### config.mk
export PLATFORM = sky130hd
export DESIGN_NAME = div_dispatch
export DESIGN_NICKNAME = d
export VERILOG_FILES = /design/src/rtl/div_dispatch.sv
export SDC_FILE = /design/constraint.sdc
export NUM_CORES = 1
export LEC_CHECK = 0
export ABC_AREA = 1
export CAP_MARGIN = 20
export CORE_ASPECT_RATIO = 1.5
export CORE_UTILIZATION = 45
export CTS_CLUSTER_DIAMETER = 60
export DETAILED_ROUTE_END_ITERATION = 12
export GPL_TIMING_DRIVEN = 0
export HOLD_SLACK_MARGIN = 0.05
export MAX_ROUTING_LAYER = met4
export PLACE_DENSITY = 0.7
export SETUP_SLACK_MARGIN = 0.4
export SYNTH_ARGS = -nofsm -noshare
export SYNTH_HDL_FRONTEND = slang
export SYNTH_SLANG_ARGS = --single-unit
### constraint.sdc
create_clock -name clk -period 2.6 [get_ports clk]
set_clock_uncertainty 0.05 [all_clocks]
set_input_delay 0.78 -clock clk [delete_from_list [all_inputs] [get_ports clk]]
set_output_delay 0.78 -clock clk [all_outputs]
set_load 0.03 [all_outputs]
### src/rtl/div_dispatch.sv
// Request buffer plus round-robin dispatcher feeding a four-core divider.
// Optional feature: define DIV_DISPATCH_ZERO_FILTER_EN to drop divide-by-zero requests.
module div_dispatch #(
    parameter int unsigned BUF_DEPTH = 2,
    parameter int unsigned RR_START  = 0
) (
    input  logic        clk,
    input  logic        rst,
    input  logic        req_valid,
    input  logic [5:0]  req_dividend,
    input  logic [3:0]  req_divisor,
    output logic        req_ready,
    input  logic [3:0]  core_full,
    output logic [11:0] instruction,
    output logic        wr_en,
    output logic        busy,
    output logic        err_div0,
    output logic [7:0]  issued_count
);

    localparam int unsigned PtrW = (BUF_DEPTH > 1) ? $clog2(BUF_DEPTH) : 1;

    typedef enum logic [1:0] {StIdle, StSelect, StIssue, StStall} state_e;

    state_e          state_q, state_d;
    logic [9:0]      mem_q [BUF_DEPTH];
    logic [PtrW-1:0] wr_ptr_q, rd_ptr_q;
    logic [PtrW:0]   cnt_q, cnt_d;
    logic [1:0]      rr_ptr_q, rr_ptr_d, target_q, target_d, pick, idx;
    logic [11:0]     instr_q;
    logic [7:0]      count_q;
    logic [9:0]      head;
    logic            found, push, pop, leave, zero_head, empty, err_q, err_set, wr_en_c;

    assign head      = mem_q[rd_ptr_q];
    assign empty     = (cnt_q == '0);
    // Ready is forced low while reset is held so nothing is accepted into a cleared buffer.
    assign req_ready = rst & (cnt_q != (PtrW+1)'(BUF_DEPTH));
    assign push      = req_valid & req_ready;

`ifdef DIV_DISPATCH_ZERO_FILTER_EN
    assign zero_head = (head[3:0] == 4'd0);
`else
    assign zero_head = 1'b0;
`endif

    // Lowest offset from rr_ptr_q wins, hence the descending scan.
    always_comb begin
        found = 1'b0;
        pick  = rr_ptr_q;
        idx   = rr_ptr_q;
        for (int i = 3; i >= 0; i--) begin
            idx = rr_ptr_q + 2'(i);
            if (!core_full[idx]) begin
                found = 1'b1;
                pick  = idx;
            end
        end
    end

    always_comb begin
        state_d  = state_q;
        target_d = target_q;
        rr_ptr_d = rr_ptr_q;
        pop      = 1'b0;
        wr_en_c  = 1'b0;
        leave    = 1'b0;
        err_set  = 1'b0;
        unique case (state_q)
            StIdle: begin
                if (!empty) state_d = StSelect;
            end
            StSelect, StStall: begin
                if (empty) begin
                    state_d = StIdle;
                end else if (state_q == StSelect && zero_head) begin
                    pop     = 1'b1;
                    err_set = 1'b1;
                    leave   = 1'b1;
                end else if (found) begin
                    target_d = pick;
                    state_d  = StIssue;
                end else begin
                    state_d = StStall;
                end
            end
            StIssue: begin
                if (!core_full[target_q]) begin
                    wr_en_c  = 1'b1;
                    pop      = 1'b1;
                    rr_ptr_d = target_q + 2'd1;
                    leave    = 1'b1;
                end else begin
                    state_d = StSelect;
                end
            end
            default: state_d = StIdle;
        endcase
        cnt_d = cnt_q + (PtrW+1)'(push) - (PtrW+1)'(pop);
        // A same-cycle push keeps the pipeline in SELECT instead of bouncing through IDLE.
        if (leave) state_d = (cnt_d != '0) ? StSelect : StIdle;
    end

    always_ff @(posedge clk or negedge rst) begin
        if (!rst) begin
            state_q  <= StIdle;
            target_q <= 2'(RR_START);
            rr_ptr_q <= 2'(RR_START);
            wr_ptr_q <= '0;
            rd_ptr_q <= '0;
            cnt_q    <= '0;
            instr_q  <= '0;
            count_q  <= '0;
            err_q    <= 1'b0;
        end else begin
            state_q  <= state_d;
            target_q <= target_d;
            rr_ptr_q <= rr_ptr_d;
            cnt_q    <= cnt_d;
            if (push) wr_ptr_q <= wr_ptr_q + PtrW'(1);
            if (pop)  rd_ptr_q <= rd_ptr_q + PtrW'(1);
            if (wr_en_c) begin
                instr_q <= {target_q, head};
                count_q <= count_q + 8'd1;
            end
            if (err_set) err_q <= 1'b1;
        end
    end

    always_ff @(posedge clk) begin
        if (push) mem_q[wr_ptr_q] <= {req_dividend, req_divisor};
    end

    assign wr_en        = wr_en_c;
    assign instruction  = wr_en_c ? {target_q, head} : instr_q;
    assign busy         = !empty || (state_q != StIdle);
    assign err_div0     = err_q;
    assign issued_count = count_q;

endmodule
After elaboration in Yosys (flattened, before gate mapping)
Memory sizes are Yosys's and may differ from the RTL's.
Cells that the tools add are included.
W data, S select, Z words.
Cells by class
  add/sub/neg operators: 9
  magnitude comparators: 5
  eq/ne operators: 6
  multiplexer cells: 30
  bitwise logic cells: 4
  reduce and logical (&&, ||, !) cells: 10
Operators by type and width (count)
  $mux W2: 8
  $lt A2 B3 Y1 const B: 5
  $mux W1: 15
  $mux W12: 1
  $bmux W1 S2: 5
  $add A8 B1 Y8 const B: 1
  $ne A3 B3 Y1 const B: 2
  $pmux W2 S3: 1
  $add A2 B1 Y2 const B: 2
  $add A2 B2 Y2 const B: 2
  $eq A2 B2 Y1 const B: 2
  $logic_not A2 Y1: 2
  $reduce_and A2 Y1: 2
  $reduce_bool A2 Y1: 2
  $reduce_and A3 Y1: 1
  $add A1 B1 Y1 const B: 2
  $add A2 B1 Y2: 1
  $and A1 B1 Y1: 2
  $eq A2 B1 Y1 const B: 1
  $ne A2 B2 Y1 const B: 1
  $not A1 Y1: 2
  $reduce_or A2 Y1: 1
  $sub A2 B1 Y2: 1
  $logic_not A1 Y1: 1
  $logic_or A1 B1 Y1: 1
Word-level totals
  register bits after elaboration: 30
  RAM bits: 20
  input port bits: 17
  output and inout bits: 24
  logic and storage cells: 73
  memories: 1
Memories
  mem_q: depth 2, width 10, read ports 1, clocked after memory_dff 0, wr ports 1, RTL line 26  | logic [9:0] mem_q [BUF_DEPTH];

Depth between registers and ports, before layout
  word-level depth: 11
  mapped depth: 13
  gate-level depth less buffers: 13

Worst setup path before layout
Ideal clock, no wire load.
  path type: input-to-output
  start: in core_full[1]
  end: out instruction[1]
  data arrival time: 2172 ps
  required time: 1770 ps
  path slack: -402 ps
  cell stages on the path: 7
  buffers on the path: 2
  cells stage by stage: inv_1 -> nand2_1 -> o211ai_1 -> nand3_2 -> buf_6 -> buf_6 -> o31ai_1
Between the ends
  cells in the longest elaborated chain, start to end: 5
RTL lines
  from (decl): RTL line 13  | input logic [3:0] core_full,
  $bmux W1 S2: RTL line 88  | if (!core_full[target_q]) begin
  $mux W1 (not written as such): RTL line 88
  $mux W1: RTL line 88
  $mux W1: RTL line 69  | unique case (state_q)
  $mux W12
  to (decl): RTL line 14  | output logic [11:0] instruction,
Every way passes these cells. The select of a mux whose other input is x is not followed.

Final worst setup path
  start: in core_full[0]
  end: out instruction[3]
The elaborated chain is that of the path after synthesis.

==> results.yml <==
status:
  outcome: "finished, violations left"
  violations: "negative setup slack"
cts:
  cts_buffers: 5
  ctsHoldBuffers: 0
  cts_num_sinks: 50
  cts_root_buf: "clkbuf_8"
  cts_tree: "built"
  clk_latency_ns: 0.30
  htree_levels: 2
  clkTransAtPathRegs_ns: 0.09
  clockBufferDepth: 2
setup_path:
  crit_path_max_incr_delay_ns: 0.21
  required_ns: 1.77
  reg2regPathDepth: 11
  crit_path_end_kind: "primary output"
  crit_type: "in2out"
  critPathArrivalTime_ns: 1.99
  critPathSlowestCell: "o211ai_1"
  cp-start-kind: "primary input"
  path_cells: "buf_6 > o211ai_1 > nand3_2 > buf_12 > buf_8 > buf_6 > o31ai_4 > buf_6"
  cpMostUsedCell: "buf_6"
  crit_path_max_fanout: 6
die:
  io-pin-count: 41
  start_util_pct: 46.36
  die_y_um: 88.21
  rows: 31
  die-area_um2: 5246
  die_w_um: 59.48
  coreArea_um2: 4810
logic_synthesis:
  yosysSeqAreaShare_pct: 60.61
  ys_types: 29
  syn_inst: 221
  syn_nets: 241
  yosys_warnings: 0
  ys_ff_latch: 50
  syn_area_um2: 2230
  avgSynthCellArea_um2: 10.09
sta:
  fin_setup_tns_ns: -2.099
  worst_slack_ns: -0.2185
  drv_slew: 0
  fmax_ghz: 0.3548
  period_share_pct: 108.4
  grt_setup_unrepaired: "true"
  hold_viol_final: 0
  timing.hold.ws_ns: 0.2322
  finalSetupViolations: 13
  period_minus_slack_ns: 2.818
global_routing:
  grt.busiest_layer: "met2"
  met1_usage_pct: 19.35
  overflow: 0
  grt_antenna_before_repair: 0
  grtUsageTotal_pct: 19.66
  gr-usage-met2_pct: 36.77
  grt_pass1_vias: 1693
  grt_max_degree: 18
  grt_pass1_wl_um: 7383
  gr-usage-met3_pct: 3.801
placed_design:
  dp_slack_ns: -1.132
  io_buffers: 39
  hpwl_um: 2915
  dp_cells: 327
  gp_congestion: 0.7699
layout:
  final_cell_mix: "nand2_1, nor2_1, dfrtp_1"
  final_common_cell: "nand2_1"
  drive_above_1_share_pct: 35.59
  nets: 314
  n_antenna_cell: 0
  syn_to_final_growth_pct: 50.90
  fin_cells: 361
power:
  p_comb_share_pct: 58.3
  peakVddDrop_uv: 635.2
  p_leak_uw: 0.001516
  power.switching_uw: 1790
  clock_power_share_pct: 11.1
  powerDensity_nw_per_um2: 1209
  seqPwrFrac_pct: 30.5
  p_total_uw: 4068
  switching_share_pct: 44.00
  p_int_uw: 2278
route:
  drt-pass1-iter-count: 4
  drtIter0Drc: 91
  viasPerCell: 4.720
  drcViolationCount: 0
  wire_per_inst_um: 12.22
  ant_nets: 0
  dr_total_vias: 1704
  routed_wl_um: 4410
worst_hold_path:
  hold_path_class: "in2async"
flow_run:
  maxCapViolCount: 0
state kept, by name (all words and copies together) (netlist names):
name	flops
issued_count	8
rd_ptr_q	1
state_q	2
mem_q	20
instr_q	12
target_q	2
rr_ptr_q	2
cnt_q	2
wr_ptr_q	1
power groups by stage:
stage / clock (uW) / combinational (uW) / sequential [uW]
2_1_floorplan: 0 / 1350 / 1240
5_1_grt: 498 / 2560 / 1270
6_report: 453 / 2370 / 1240
3_3_place_gp: 0 / 1930 / 1210
3_5_place_dp: 0 / 1960 / 1220
4_1_cts: 467 / 2270 / 1220
cell families after synthesis:
group,Yosys count,synth area share (%)
compound gates,26,7.912
other cells,1,0.1682
xor+xnor,11,4.321
flops,50,60.61
buf+inv,29,6.229
simple gates,101,19.08
fa+ha+maj,3,1.684
worst max-delay path, delay by kind of cell:
| family | cells | cell delay (ns) |
|---|---|---|
| buf+inv | 5 | 0.65 |
| simple gates | 1 | 0.15 |
| compound gates | 2 | 0.40 |
cells in the mapped netlist:
cell type / number / area (um2)
a21oi_1: 2 / 10.01
nand2_1: 52 / 195.2
nand3_2: 2 / 20.02
nor2_4: 2 / 22.52
o211ai_1: 2 / 15.01
xor2_1: 5 / 43.79
buf_6: 3 / 33.78
buf_4: 1 / 7.510
nor2_2: 1 / 6.260
nand3_1: 5 / 25.02
nand4_1: 3 / 18.77
o21ai_2: 1 / 8.760
o21ai_1: 1 / 5.000
inv_4: 1 / 6.260
conb_1: 1 / 3.750
inv_2: 2 / 7.510
buf_2: 1 / 5.000
inv_1: 19 / 71.32
ha_1: 3 / 37.54
o21ai_0: 7 / 35.03
o211ai_2: 1 / 12.51
and3_1: 1 / 6.260
edfxtp_1: 20 / 600.6
o21a_1: 2 / 15.01
clkbuf_1: 2 / 7.510
xnor2_1: 6 / 52.55
dfrtp_1: 30 / 750.7
nor2_1: 35 / 131.4
o31ai_1: 10 / 75.07
stage by stage:
step	cell area (um2)	util, %
floorplan	2356	-
global placement	2829	58.82
detailed placement	2856	59.39
CTS	3303	68.68
global route	3364	69.95
finish	3364	69.95
final timing paths:
| check | start | to | slack, ns |
|---|---|---|---|
| hold reg to reg | issued_count[7] | issued_count[7] | 0.44 |
| max in group asynchronous | rst | instr_q[6] | 1.95 |
| hold / removal | rst | issued_count[7] | 0.23 |
| setup reg to reg | target_q[0] | state_q[0] | 0.29 |
| setup / recovery | core_full[0] | instruction[3] | -0.22 |
| min in group clk | issued_count[7] | issued_count[7] | 0.44 |
repair_timing:
action                     in CTS  in global routing
setup buffers                  22                  2
gates resized for setup       173                 18
gates cloned                    2                  0
pin swaps                      17                 10
setup endpoints to repair      46                 38
hold endpoints to repair        0                  0
layer usage:
| metal | share of wire [%] | routed length, um |
|---|---|---|
| met5 | 0 | 0 |
| met4 | 2.0 | 87 |
| met3 | 3.4 | 148 |
| met2 | 58 | 2563 |
| met1 | 37 | 1610 |
cell type report:
type	count	area (um2)
fill	373	1445
buffer	7	81.33
timing repair buffer	66	685.7
inverter	22	90.09
clock inverter	3	25.02
tap	66	82.58
multi-input combinational	142	979.7
sequential	50	1351
clock buffer	5	68.82
Power figures use the tool's default switching activity.
